<file path="config.mk">
export PLATFORM = sky130hd
export DESIGN_NAME = sc_auxcounter_scheduler
export DESIGN_NICKNAME = d
export VERILOG_FILES = /design/src/rtl/sc_auxcounter_pkg.sv /design/src/rtl/sc_aux_prescaler.sv /design/src/rtl/sc_auxcounter_scheduler.sv
export SDC_FILE = /design/constraint.sdc
export NUM_CORES = 1
export LEC_CHECK = 0
export ABC_AREA = 1
export CORE_MARGIN = 3
export CORE_UTILIZATION = 52
export CTS_BUF_LIST = sky130_fd_sc_hd__clkbuf_8
export DETAILED_ROUTE_END_ITERATION = 10
export HOLD_SLACK_MARGIN = 0.05
export PLACE_DENSITY = 0.85
export SLEW_MARGIN = 20
export SYNTH_ARGS = -nofsm -noshare
export SYNTH_HDL_FRONTEND = slang
export SYNTH_SLANG_ARGS = --single-unit
</file>
<file path="constraint.sdc">
create_clock -name SC_auxCOUNTER_CLOCK_50 -period 1.8 [get_ports SC_auxCOUNTER_CLOCK_50]
set_input_delay 0.36 -clock SC_auxCOUNTER_CLOCK_50 [delete_from_list [all_inputs] [get_ports SC_auxCOUNTER_CLOCK_50]]
set_output_delay 0.36 -clock SC_auxCOUNTER_CLOCK_50 [all_outputs]
set_load 0.005 [all_outputs]
</file>
<file path="src/rtl/sc_auxcounter_pkg.sv">
// Shared state encoding, default widths and state helpers for the aux-counter scheduler.
package sc_auxcounter_pkg;

    localparam int AUX_DATAWIDTH_DEFAULT  = 8;
    localparam int PRESCALE_WIDTH_DEFAULT = 20;

    localparam int STATE_WIDTH = 3;

    localparam logic [2:0] STATE_IDLE  = 3'd0;
    localparam logic [2:0] STATE_CLEAR = 3'd1;
    localparam logic [2:0] STATE_RUN   = 3'd2;
    localparam logic [2:0] STATE_PAUSE = 3'd3;
    localparam logic [2:0] STATE_DONE  = 3'd4;

    function automatic logic isBusyState(input logic [2:0] stateValue);
        return (stateValue == STATE_CLEAR) ||
               (stateValue == STATE_RUN)   ||
               (stateValue == STATE_PAUSE);
    endfunction

    function automatic logic isKnownState(input logic [2:0] stateValue);
        return (stateValue == STATE_IDLE)  ||
               (stateValue == STATE_CLEAR) ||
               (stateValue == STATE_RUN)   ||
               (stateValue == STATE_PAUSE) ||
               (stateValue == STATE_DONE);
    endfunction

endpackage

</file>
<file path="src/rtl/sc_aux_prescaler.sv">
// Tick-period counter: counts 0..period, wraps on match; clear beats hold beats enable.
module sc_aux_prescaler
    import sc_auxcounter_pkg::*;
#(
    parameter int PRESCALE_WIDTH = PRESCALE_WIDTH_DEFAULT
)(
    input  logic                      SC_auxCOUNTER_CLOCK_50,
    input  logic                      SC_auxCOUNTER_RESET_InHigh,
    input  logic                      clear,
    input  logic                      hold,
    input  logic                      enable,
    input  logic [PRESCALE_WIDTH-1:0] period,
    output logic                      match
);

    localparam logic [PRESCALE_WIDTH-1:0] PRESCALE_ONE = PRESCALE_WIDTH'(1);

    logic [PRESCALE_WIDTH-1:0] periodCount;

    assign match = (periodCount == period);

    always_ff @(posedge SC_auxCOUNTER_CLOCK_50 or posedge SC_auxCOUNTER_RESET_InHigh) begin
        if (SC_auxCOUNTER_RESET_InHigh) begin
            periodCount <= '0;
        end else if (clear) begin
            periodCount <= '0;
        end else if (hold) begin
            periodCount <= periodCount;
        end else if (enable) begin
            if (match) begin
                periodCount <= '0;
            end else begin
                periodCount <= periodCount + PRESCALE_ONE;
            end
        end
    end

endmodule

</file>
<file path="src/rtl/sc_auxcounter_scheduler.sv">
// Sequences the auxiliary up-counter: clear, paced upcount ticks up to a limit, then a done pulse.
//
// state | meaning
// IDLE  | waiting for start request, counter untouched
// CLEAR | one cycle, counter cleared, prescaler zeroed
// RUN   | pacing upcount ticks until effective count reaches limit
// PAUSE | prescaler frozen, no ticks issued
// DONE  | one cycle, done pulse, then back to IDLE
module sc_auxcounter_scheduler
    import sc_auxcounter_pkg::*;
#(
    parameter int auxCOUNTER_DATAWIDTH = AUX_DATAWIDTH_DEFAULT,
    parameter int PRESCALE_WIDTH       = PRESCALE_WIDTH_DEFAULT
)(
    input  logic                            SC_auxCOUNTER_CLOCK_50,
    input  logic                            SC_auxCOUNTER_RESET_InHigh,
    input  logic                            start_InLow,
    input  logic                            pause_InLow,
    input  logic [PRESCALE_WIDTH-1:0]       prescale_InBUS,
    input  logic [auxCOUNTER_DATAWIDTH-1:0] limit_InBUS,
    input  logic [auxCOUNTER_DATAWIDTH-1:0] count_InBUS,
    output logic                            upcount_OutLow,
    output logic                            clear_OutHigh,
    output logic                            busy_OutHigh,
    output logic                            done_OutHigh
);

    logic [STATE_WIDTH-1:0]          stateReg;
    logic [STATE_WIDTH-1:0]          stateNext;
    logic [PRESCALE_WIDTH-1:0]       periodReg;
    logic [auxCOUNTER_DATAWIDTH-1:0] limitReg;

    logic                            upcountNext;
    logic                            clearNext;
    logic                            doneNext;
    logic                            busyNext;
    logic                            captureParams;

    logic                            prescaleClear;
    logic                            prescaleHold;
    logic                            prescaleEnable;
    logic                            prescaleMatch;

    logic [auxCOUNTER_DATAWIDTH:0]   effectiveCount;
    logic                            terminalHit;
    logic                            startRequest;

    // An issued-but-not-yet-visible increment is counted here so the last tick never overshoots.
    assign effectiveCount = {1'b0, count_InBUS} +
                            {{auxCOUNTER_DATAWIDTH{1'b0}}, ~upcount_OutLow};
    assign terminalHit    = (effectiveCount == {1'b0, limitReg});
    assign startRequest   = ~start_InLow;

    sc_aux_prescaler #(
        .PRESCALE_WIDTH (PRESCALE_WIDTH)
    ) u_prescaler (
        .SC_auxCOUNTER_CLOCK_50     (SC_auxCOUNTER_CLOCK_50),
        .SC_auxCOUNTER_RESET_InHigh (SC_auxCOUNTER_RESET_InHigh),
        .clear                      (prescaleClear),
        .hold                       (prescaleHold),
        .enable                     (prescaleEnable),
        .period                     (periodReg),
        .match                      (prescaleMatch)
    );

    always_comb begin
        stateNext      = stateReg;
        upcountNext    = 1'b1;
        clearNext      = 1'b0;
        doneNext       = 1'b0;
        captureParams  = 1'b0;
        prescaleClear  = 1'b0;
        prescaleHold   = 1'b0;
        prescaleEnable = 1'b0;

        case (stateReg)
            STATE_IDLE: begin
                if (startRequest) begin
                    stateNext     = STATE_CLEAR;
                    captureParams = 1'b1;
                    clearNext     = 1'b1;
                end
            end

            STATE_CLEAR: begin
                prescaleClear = 1'b1;
                stateNext     = STATE_RUN;
            end

            STATE_RUN: begin
                if (startRequest) begin
                    stateNext     = STATE_CLEAR;
                    captureParams = 1'b1;
                    clearNext     = 1'b1;
                end else if (terminalHit) begin
                    stateNext = STATE_DONE;
                    doneNext  = 1'b1;
                end else if (!pause_InLow) begin
                    stateNext    = STATE_PAUSE;
                    prescaleHold = 1'b1;
                end else begin
                    prescaleEnable = 1'b1;
                    upcountNext    = ~prescaleMatch;
                end
            end

            STATE_PAUSE: begin
                if (startRequest) begin
                    stateNext     = STATE_CLEAR;
                    captureParams = 1'b1;
                    clearNext     = 1'b1;
                end else if (pause_InLow) begin
                    // Resume cycle already advances pacing, so a pause costs exactly its length.
                    stateNext      = STATE_RUN;
                    prescaleEnable = 1'b1;
                    upcountNext    = ~prescaleMatch;
                end else begin
                    prescaleHold = 1'b1;
                end
            end

            STATE_DONE: begin
                if (startRequest) begin
                    stateNext     = STATE_CLEAR;
                    captureParams = 1'b1;
                    clearNext     = 1'b1;
                end else begin
                    stateNext = STATE_IDLE;
                end
            end

            default: begin
                stateNext = STATE_IDLE;
            end
        endcase

        busyNext = isBusyState(stateNext);
    end

    always_ff @(posedge SC_auxCOUNTER_CLOCK_50 or posedge SC_auxCOUNTER_RESET_InHigh) begin
        if (SC_auxCOUNTER_RESET_InHigh) begin
            stateReg       <= STATE_IDLE;
            upcount_OutLow <= 1'b1;
            clear_OutHigh  <= 1'b0;
            busy_OutHigh   <= 1'b0;
            done_OutHigh   <= 1'b0;
            periodReg      <= '0;
            limitReg       <= '0;
        end else begin
            stateReg       <= isKnownState(stateNext) ? stateNext : STATE_IDLE;
            upcount_OutLow <= upcountNext;
            clear_OutHigh  <= clearNext;
            busy_OutHigh   <= busyNext;
            done_OutHigh   <= doneNext;
            if (captureParams) begin
                periodReg <= prescale_InBUS;
                limitReg  <= limit_InBUS;
            end
        end
    end

endmodule
</file>
# ---- Yosys cells after proc, flatten, opt, wreduce, memory -nomap -nowiden
# Index checks and enable logic that the tools add are counted.
dict set report word_totals {
  memories 0
  register_bits 55
  rom_bits 0
  output_inout_bits 4
  elab_cells 68
  latch_bits 0
  ramBits 0
}
dict set report op_classes {
  addsub 2
  order_cmp 0
  reduce_logical 11
  n_shift 0
  div_mod_pow 0
  bitwise 2
  n_eq_ne 11
  n_mux 34
  n_mul 0
}
# cell n
set ops {}
lappend ops {{20-bit two-way mux} 4}
lappend ops {{3-bit two-way mux} 7}
lappend ops {{20-bit by 1-bit adder with 20-bit output, second input constant} 1}
lappend ops {{20-bit equality test} 1}
lappend ops {{1-bit two-way mux} 19}
lappend ops {{3-bit case mux with 5 select lines} 1}
lappend ops {{3-bit by 2-bit equality test with 1-bit output, second input constant} 4}
lappend ops {{8-bit by 1-bit adder with 9-bit output} 1}
lappend ops {{9-bit by 8-bit equality test with 1-bit output} 1}
lappend ops {{3-bit by 1-bit equality test with 1-bit output, second input constant} 2}
lappend ops {{3-bit equality test, second input constant} 2}
lappend ops {{3-bit zero test} 2}
lappend ops {{1-bit logical OR} 6}
lappend ops {{1-bit case mux with 2 select lines} 3}
lappend ops {{4-bit OR reduction} 1}
lappend ops {{2-bit inequality test, second input constant} 1}
lappend ops {{1-bit NOT} 2}
lappend ops {{2-bit AND reduction} 1}
lappend ops {{2-bit nonzero test} 1}

# ---- Longest topological paths before layout
dict set report depth {
  word_depth 12
  mapped_depth 17
}

# ---- Cells and area by module
# From an unflattened synthesis, not the netlist that was laid out.
dict set report unflattened {
  cells_unflattened 487
  area_unflattened_um2 3378.2
}
# module seq_area_each_um2 cells_per_inst area_each_um2 n_inst
set modules_own_cells {}
lappend modules_own_cells {sc_auxcounter_scheduler 877.1 239 1813.0 1}
lappend modules_own_cells {sc_aux_prescaler 500.5 248 1565.3 1}

# ---- Least setup slack after synthesis
# OpenSTA, ideal clock, no wires.
dict set report synth_timing {
  path_type {register -> register}
  from {register upcount_OutLow}
  to {register u_prescaler.periodCount[15]}
  path_stages_with_launch 14
  setup_slack_ns -0.171
  arrival_time_ns 1.853
  required_time_ns 1.681
  path_buffers 1
  setup_ns 0.119
  path_cell_list {dfstp_2 -> inv_1 -> ha_1 -> ha_1 -> inv_1 -> nand2_1 -> nand4_1 -> nor2_1 -> nand2_1 -> nor2_4 -> nand3_4 -> buf_2 -> nand4_1 -> nand2_1}
}
dict set report synth_via {
  elab_chain_cells 8
  word_cells_on_any_way 12
  cone_classes {1 x add/sub; 2 x eq/ne; 6 x mux; 1 x bitwise; 2 x reduce/logical}
}
# item line_no
set synth_rtl {}
lappend synth_rtl {{start, declared} sc_auxcounter_scheduler.sv:22} ;# output logic upcount_OutLow,
lappend synth_rtl {{start signal, assigned} sc_auxcounter_scheduler.sv:151} ;# upcount_OutLow <= upcountNext;
lappend synth_rtl {{1-bit NOT *} sc_auxcounter_scheduler.sv:50} ;# {{auxCOUNTER_DATAWIDTH{1'b0}}, ~upcount_OutLow};
lappend synth_rtl {{8-bit by 1-bit adder with 9-bit output *} sc_auxcounter_scheduler.sv:49} ;# assign effectiveCount = {1'b0, count_InBUS} +
lappend synth_rtl {{9-bit by 8-bit equality test with 1-bit output *} sc_auxcounter_scheduler.sv:51} ;# assign terminalHit = (effectiveCount == {1'b0, limitReg});
lappend synth_rtl {{1-bit two-way mux} sc_auxcounter_scheduler.sv:95} ;# end else if (terminalHit) begin
lappend synth_rtl {{1-bit two-way mux} sc_auxcounter_scheduler.sv:91} ;# if (startRequest) begin
lappend synth_rtl {{1-bit case mux with 2 select lines} sc_auxcounter_scheduler.sv:76} ;# case (stateReg)
lappend synth_rtl {{2-bit inequality test (no source line) or 2-bit nonzero test (tied branches)} --}
lappend synth_rtl {{2-bit AND reduction (no source line) *} --}
lappend synth_rtl {{end signal, assigned} sc_aux_prescaler.sv:28} ;# periodCount <= periodCount;
lappend synth_rtl {{end signal, assigned} sc_aux_prescaler.sv:33} ;# periodCount <= periodCount + PRESCALE_ONE;
lappend synth_rtl {{end, declared} sc_aux_prescaler.sv:18} ;# logic [PRESCALE_WIDTH-1:0] periodCount;
# Mark *: on every way between the ends. The rest lies on a longest branch, timed or not.
# A chain may end at the register's enable or synchronous reset.

# ---- Final worst setup path
# Same ends and word-level chain as after synthesis.

==> impl_metrics.prom <==
# TYPE chip_impl_metric gauge
chip_impl_metric{name="seq_area",unit="sq um"} 1380
chip_impl_metric{name="cellPowerDensity",unit="nW/um^2"} 1050
chip_impl_metric{name="finalWeightedCongestion",unit=""} 0.915
chip_impl_metric{name="grt_usage",unit="%"} 22.5
chip_impl_metric{name="detail_route.first_pass.iterations",unit=""} 6
chip_impl_metric{name="fmax",unit="GHz"} 0.470
chip_impl_metric{name="vias",unit=""} 3291
chip_impl_metric{name="floorplan.initialDensity",unit="%"} 55.4
chip_impl_metric{name="die_width",unit="um"} 86.8
chip_impl_info{name="synth_top_cells_by_area",value="dfrtp_1 40%, nand2_1 20%, inv_1 7.2%, nand3_1 5.7%, nand4_1 5.2%"} 1
chip_impl_info{name="clk_root_buffer_cell",value="clkbuf_8"} 1
chip_impl_metric{name="worst-r2r-cell-count",unit=""} 14
chip_impl_info{name="worstHoldPathType",value="in -> async"} 1
chip_impl_info{name="worstSetupStartpointType",value="flop"} 1
chip_impl_metric{name="final.setup.tns",unit="ns"} -7.40
chip_impl_info{name="yosys.area.top_type",value="dfrtp_1"} 1
chip_impl_metric{name="yosys_register_bits",unit=""} 55
chip_impl_metric{name="placeableCoreArea",unit="sq um"} 6130
chip_impl_metric{name="sink_count_of_the_clock_tree",unit=""} 55
chip_impl_metric{name="period_needed",unit="ns"} 2.13
chip_impl_metric{name="syn_to_final_growth",unit="%"} 28.1
chip_impl_metric{name="die_area",unit="sq um"} 7540
chip_impl_metric{name="worst_case_vdd_ir_drop",unit="V"} 0.000654
chip_impl_metric{name="fin_nets",unit=""} 590
chip_impl_metric{name="clk_path_buf_depth",unit=""} 2
chip_impl_metric{name="std_cell_rows",unit=""} 28
chip_impl_metric{name="total_power",unit="W"} 0.00457
chip_impl_info{name="most-common-layout-cells",value="175 x nand2_1, 61 x inv_1, 54 x dfrtp_1"} 1
chip_impl_metric{name="synthArstFlopShare",unit="%"} 100
chip_impl_metric{name="detail_route.drc_violations",unit=""} 0
chip_impl_metric{name="timing.slew.headroom",unit="%"} 72.2
chip_impl_metric{name="post_drt_via_cell_ratio",unit=""} 5.28
chip_impl_metric{name="n_antenna_cell",unit=""} 0
chip_impl_info{name="worst-setup-path-type",value="reg -> reg"} 1
chip_impl_metric{name="grt_start_max_net_pins",unit=""} 47
chip_impl_metric{name="via_count_of_the_first_global_routing_pass",unit=""} 3074
chip_impl_metric{name="antenna_found_initial",unit=""} 0
chip_impl_metric{name="report.final.slew_viol_count",unit=""} 0
chip_impl_metric{name="r2r_setup_slack",unit="ns"} -0.33
chip_impl_metric{name="drt_first_iter_violations",unit=""} 293
chip_impl_metric{name="synth-seq-area-share",unit="%"} 40.5
chip_impl_info{name="crit_path_end_kind",value="flop"} 1
chip_impl_metric{name="syn_nets",unit=""} 529
chip_impl_metric{name="timing.final.hold_violations",unit=""} 0
chip_impl_metric{name="io_buffer_count",unit=""} 43
chip_impl_metric{name="critPathMaxFanout",unit=""} 5
chip_impl_info{name="layout_commonest_cell",value="nand2_1"} 1
chip_impl_metric{name="fin_hold_ws",unit="ns"} 0.265
chip_impl_metric{name="worst_skew_late_latency",unit="ns"} 0.32
chip_impl_metric{name="synthesis_warnings",unit=""} 0
chip_impl_info{name="clock_tree_from_tritoncts",value="done"} 1
chip_impl_info{name="outcome",value="finished, violations left"} 1
chip_impl_info{name="critical_path.reg2reg.endpoint",value="u_prescaler.periodCount[15]$_DFFE_PP0P_"} 1
chip_impl_info{name="crit-reg2reg-launch",value="upcount_OutLow$_DFF_PP1_"} 1
chip_impl_metric{name="critical_path_arrival",unit="ns"} 2.34
chip_impl_metric{name="io_pins",unit=""} 44
chip_impl_metric{name="finish.utilization",unit="%"} 71.0
chip_impl_metric{name="timing.final.ws_setup",unit="ns"} -0.328
chip_impl_metric{name="drive_above_1_share",unit="%"} 13.5
chip_impl_info{name="grt_setup_unrepaired",value="yes"} 1
chip_impl_metric{name="final.period_utilization",unit="%"} 118
chip_impl_info{name="violations",value="negative setup slack"} 1
chip_impl_metric{name="hpwlAfterDp",unit="um"} 5940
chip_impl_metric{name="wirelength",unit="um"} 8650
chip_impl_metric{name="clk_transition_reported_paths",unit="ns"} 0.11
chip_impl_metric{name="antenna_violating_nets_post_route",unit=""} 0
chip_impl_metric{name="transition_time_at_the_pin_with_the_least_slew_margin",unit="ns"} 0.416
chip_impl_metric{name="finalClockSkew",unit="ns"} 0.00641
chip_impl_metric{name="globalRoute.totalOverflow",unit=""} 0
chip_impl_metric{name="netlist_instances",unit=""} 486
chip_impl_metric{name="drt-wirelength-per-cell",unit="um"} 13.9
chip_impl_metric{name="synth.avg_cell_area",unit="sq um"} 6.99
chip_impl_metric{name="cp.required",unit="ns"} 2.01
chip_impl_metric{name="power.static_leakage",unit="nW"} 2.15
chip_impl_metric{name="report.final.setup_viol",unit=""} 26
chip_impl_info{name="synth_flop_cell",value="dfrtp_1"} 1
chip_impl_metric{name="cts.hold.buffers_added",unit=""} 0
chip_impl_metric{name="fillCellCount",unit=""} 473
chip_impl_metric{name="netlist_area",unit="sq um"} 3400
chip_impl_metric{name="netlist-cell-type-count",unit=""} 31
chip_impl_metric{name="multiInputGateArea",unit="sq um"} 1810
chip_impl_metric{name="synth_top_area_share",unit="%"} 39.8
chip_impl_metric{name="die_y",unit="um"} 86.8
chip_impl_metric{name="drv.max_cap_violation_count",unit=""} 0
chip_impl_metric{name="wire_length_of_the_first_global_routing_pass",unit="um"} 13600
chip_impl_metric{name="htreeDepth",unit=""} 2
chip_impl_metric{name="cts-buffers-inserted",unit=""} 5
chip_impl_metric{name="synth_edf_count",unit=""} 0
[worst max-delay path, stage by stage (launching register included)]
cell and delay (ns):
dfstp_2 0.55, inv_2 0.04, ha_4 0.16, ha_4 0.17, nand3_2 0.08, nor2_2 0.06, nand2_1 0.10, nand3_1 0.14
nand2_2 0.13, nor2_4 0.05, nand3_4 0.12, nand2_8 0.09, clkbuf_16 0.18, nand3_2 0.05, nand2_1 0.06
[flip-flops by register name, indices dropped and copies added (netlist names)]
name / count
stateReg: 3
periodReg: 20
clear_OutHigh: 1
done_OutHigh: 1
busy_OutHigh: 1
upcount_OutLow: 1
u_prescaler.periodCount: 20
limitReg: 8
[layout make-up]
type / instances / area share (%)
tap: 75 / 2.16
multi-input combinational: 347 / 41.6
clock inverter: 3 / 0.517
timing repair buffer: 71 / 16.8
inverter: 67 / 5.78
sequential: 55 / 31.6
clock buffer: 5 / 1.58
[report_power, final]
part	leakage (nW)	internal, W	total (W)	switching [W]
logic	1.39	0.000801	0.00199	0.00119
clock network	0.0489	0.000283	0.000723	0.000440
registers	0.709	0.00160	0.00186	0.000257
total	2.15	0.00269	0.00457	0.00189
[Yosys cell counts, types with 2 or more instances]
master,instances
buf_2,4
inv_1,65
dfrtp_1,54
nand2_2,2
nor3_1,4
ha_1,3
xnor2_1,9
xor2_1,13
buf_1,2
nor2_4,4
a21oi_1,2
o21ai_0,20
buf_6,3
nand3_1,39
nor2_1,35
clkbuf_1,5
clkbuf_2,2
nand4_1,28
nand3_2,2
nand2_1,179
[what timing repair did]
item	4_1_cts	5_1_grt
gates cloned	0	3
hold endpoints to repair	0	0
buffers inserted	0	2
pin swaps	2	9
setup endpoints to repair	26	26
gates resized for setup	2	24
[routing by layer]
layer,wire length (um),part of all wire [%],track usage (%)
met5,0,0,0
met4,187,2.2,6.37
met3,530,6.1,4.56
met2,4220,49,38.1
met1,3710,43,29.2
[metrics by stage]
step	cell area [sq um]	cells	setup slack, ns
2_1_floorplan	3440	486	-0.116
3_3_place_gp	4080	610	-0.467
3_5_place_dp	4080	610	-0.572
4_1_cts	4170	618	-0.234
5_1_grt	4350	623	-0.446
6_report	4350	623	-0.328
[kinds of logic (layout without fill, tap and decap cells)]
kind of cell / count (synthesis) / in the layout / synth area share [%]
xor+xnor: 22 / 22 / 5.67
compound gates: 25 / 25 / 3.83
buf+inv: 84 / 146 / 10.3
flops: 55 / 55 / 40.5
fa+ha+maj: 3 / 3 / 1.10
simple gates: 297 / 297 / 38.6
[worst max-delay path by stage]
| stage | cells past startpoint | to | slack, ns | start |
|---|---|---|---|---|
| 2_1_floorplan | 14 | u_prescaler.periodCount[10]$_DFFE_PP0P_ | -0.12 | upcount_OutLow$_DFF_PP1_ |
| 3_3_place_gp | 13 | u_prescaler.periodCount[14]$_DFFE_PP0P_ | -0.47 | count_InBUS[0] |
| 3_5_place_dp | 13 | busy_OutHigh$_DFF_PP0_ | -0.57 | count_InBUS[0] |
| 4_1_cts | 16 | busy_OutHigh$_DFF_PP0_ | -0.23 | upcount_OutLow$_DFF_PP1_ |
| 5_1_grt | 14 | u_prescaler.periodCount[0]$_DFFE_PP0P_ | -0.45 | upcount_OutLow$_DFF_PP1_ |
| 6_report | 14 | u_prescaler.periodCount[15]$_DFFE_PP0P_ | -0.33 | upcount_OutLow$_DFF_PP1_ |
(Power assumes the default switching activity.)
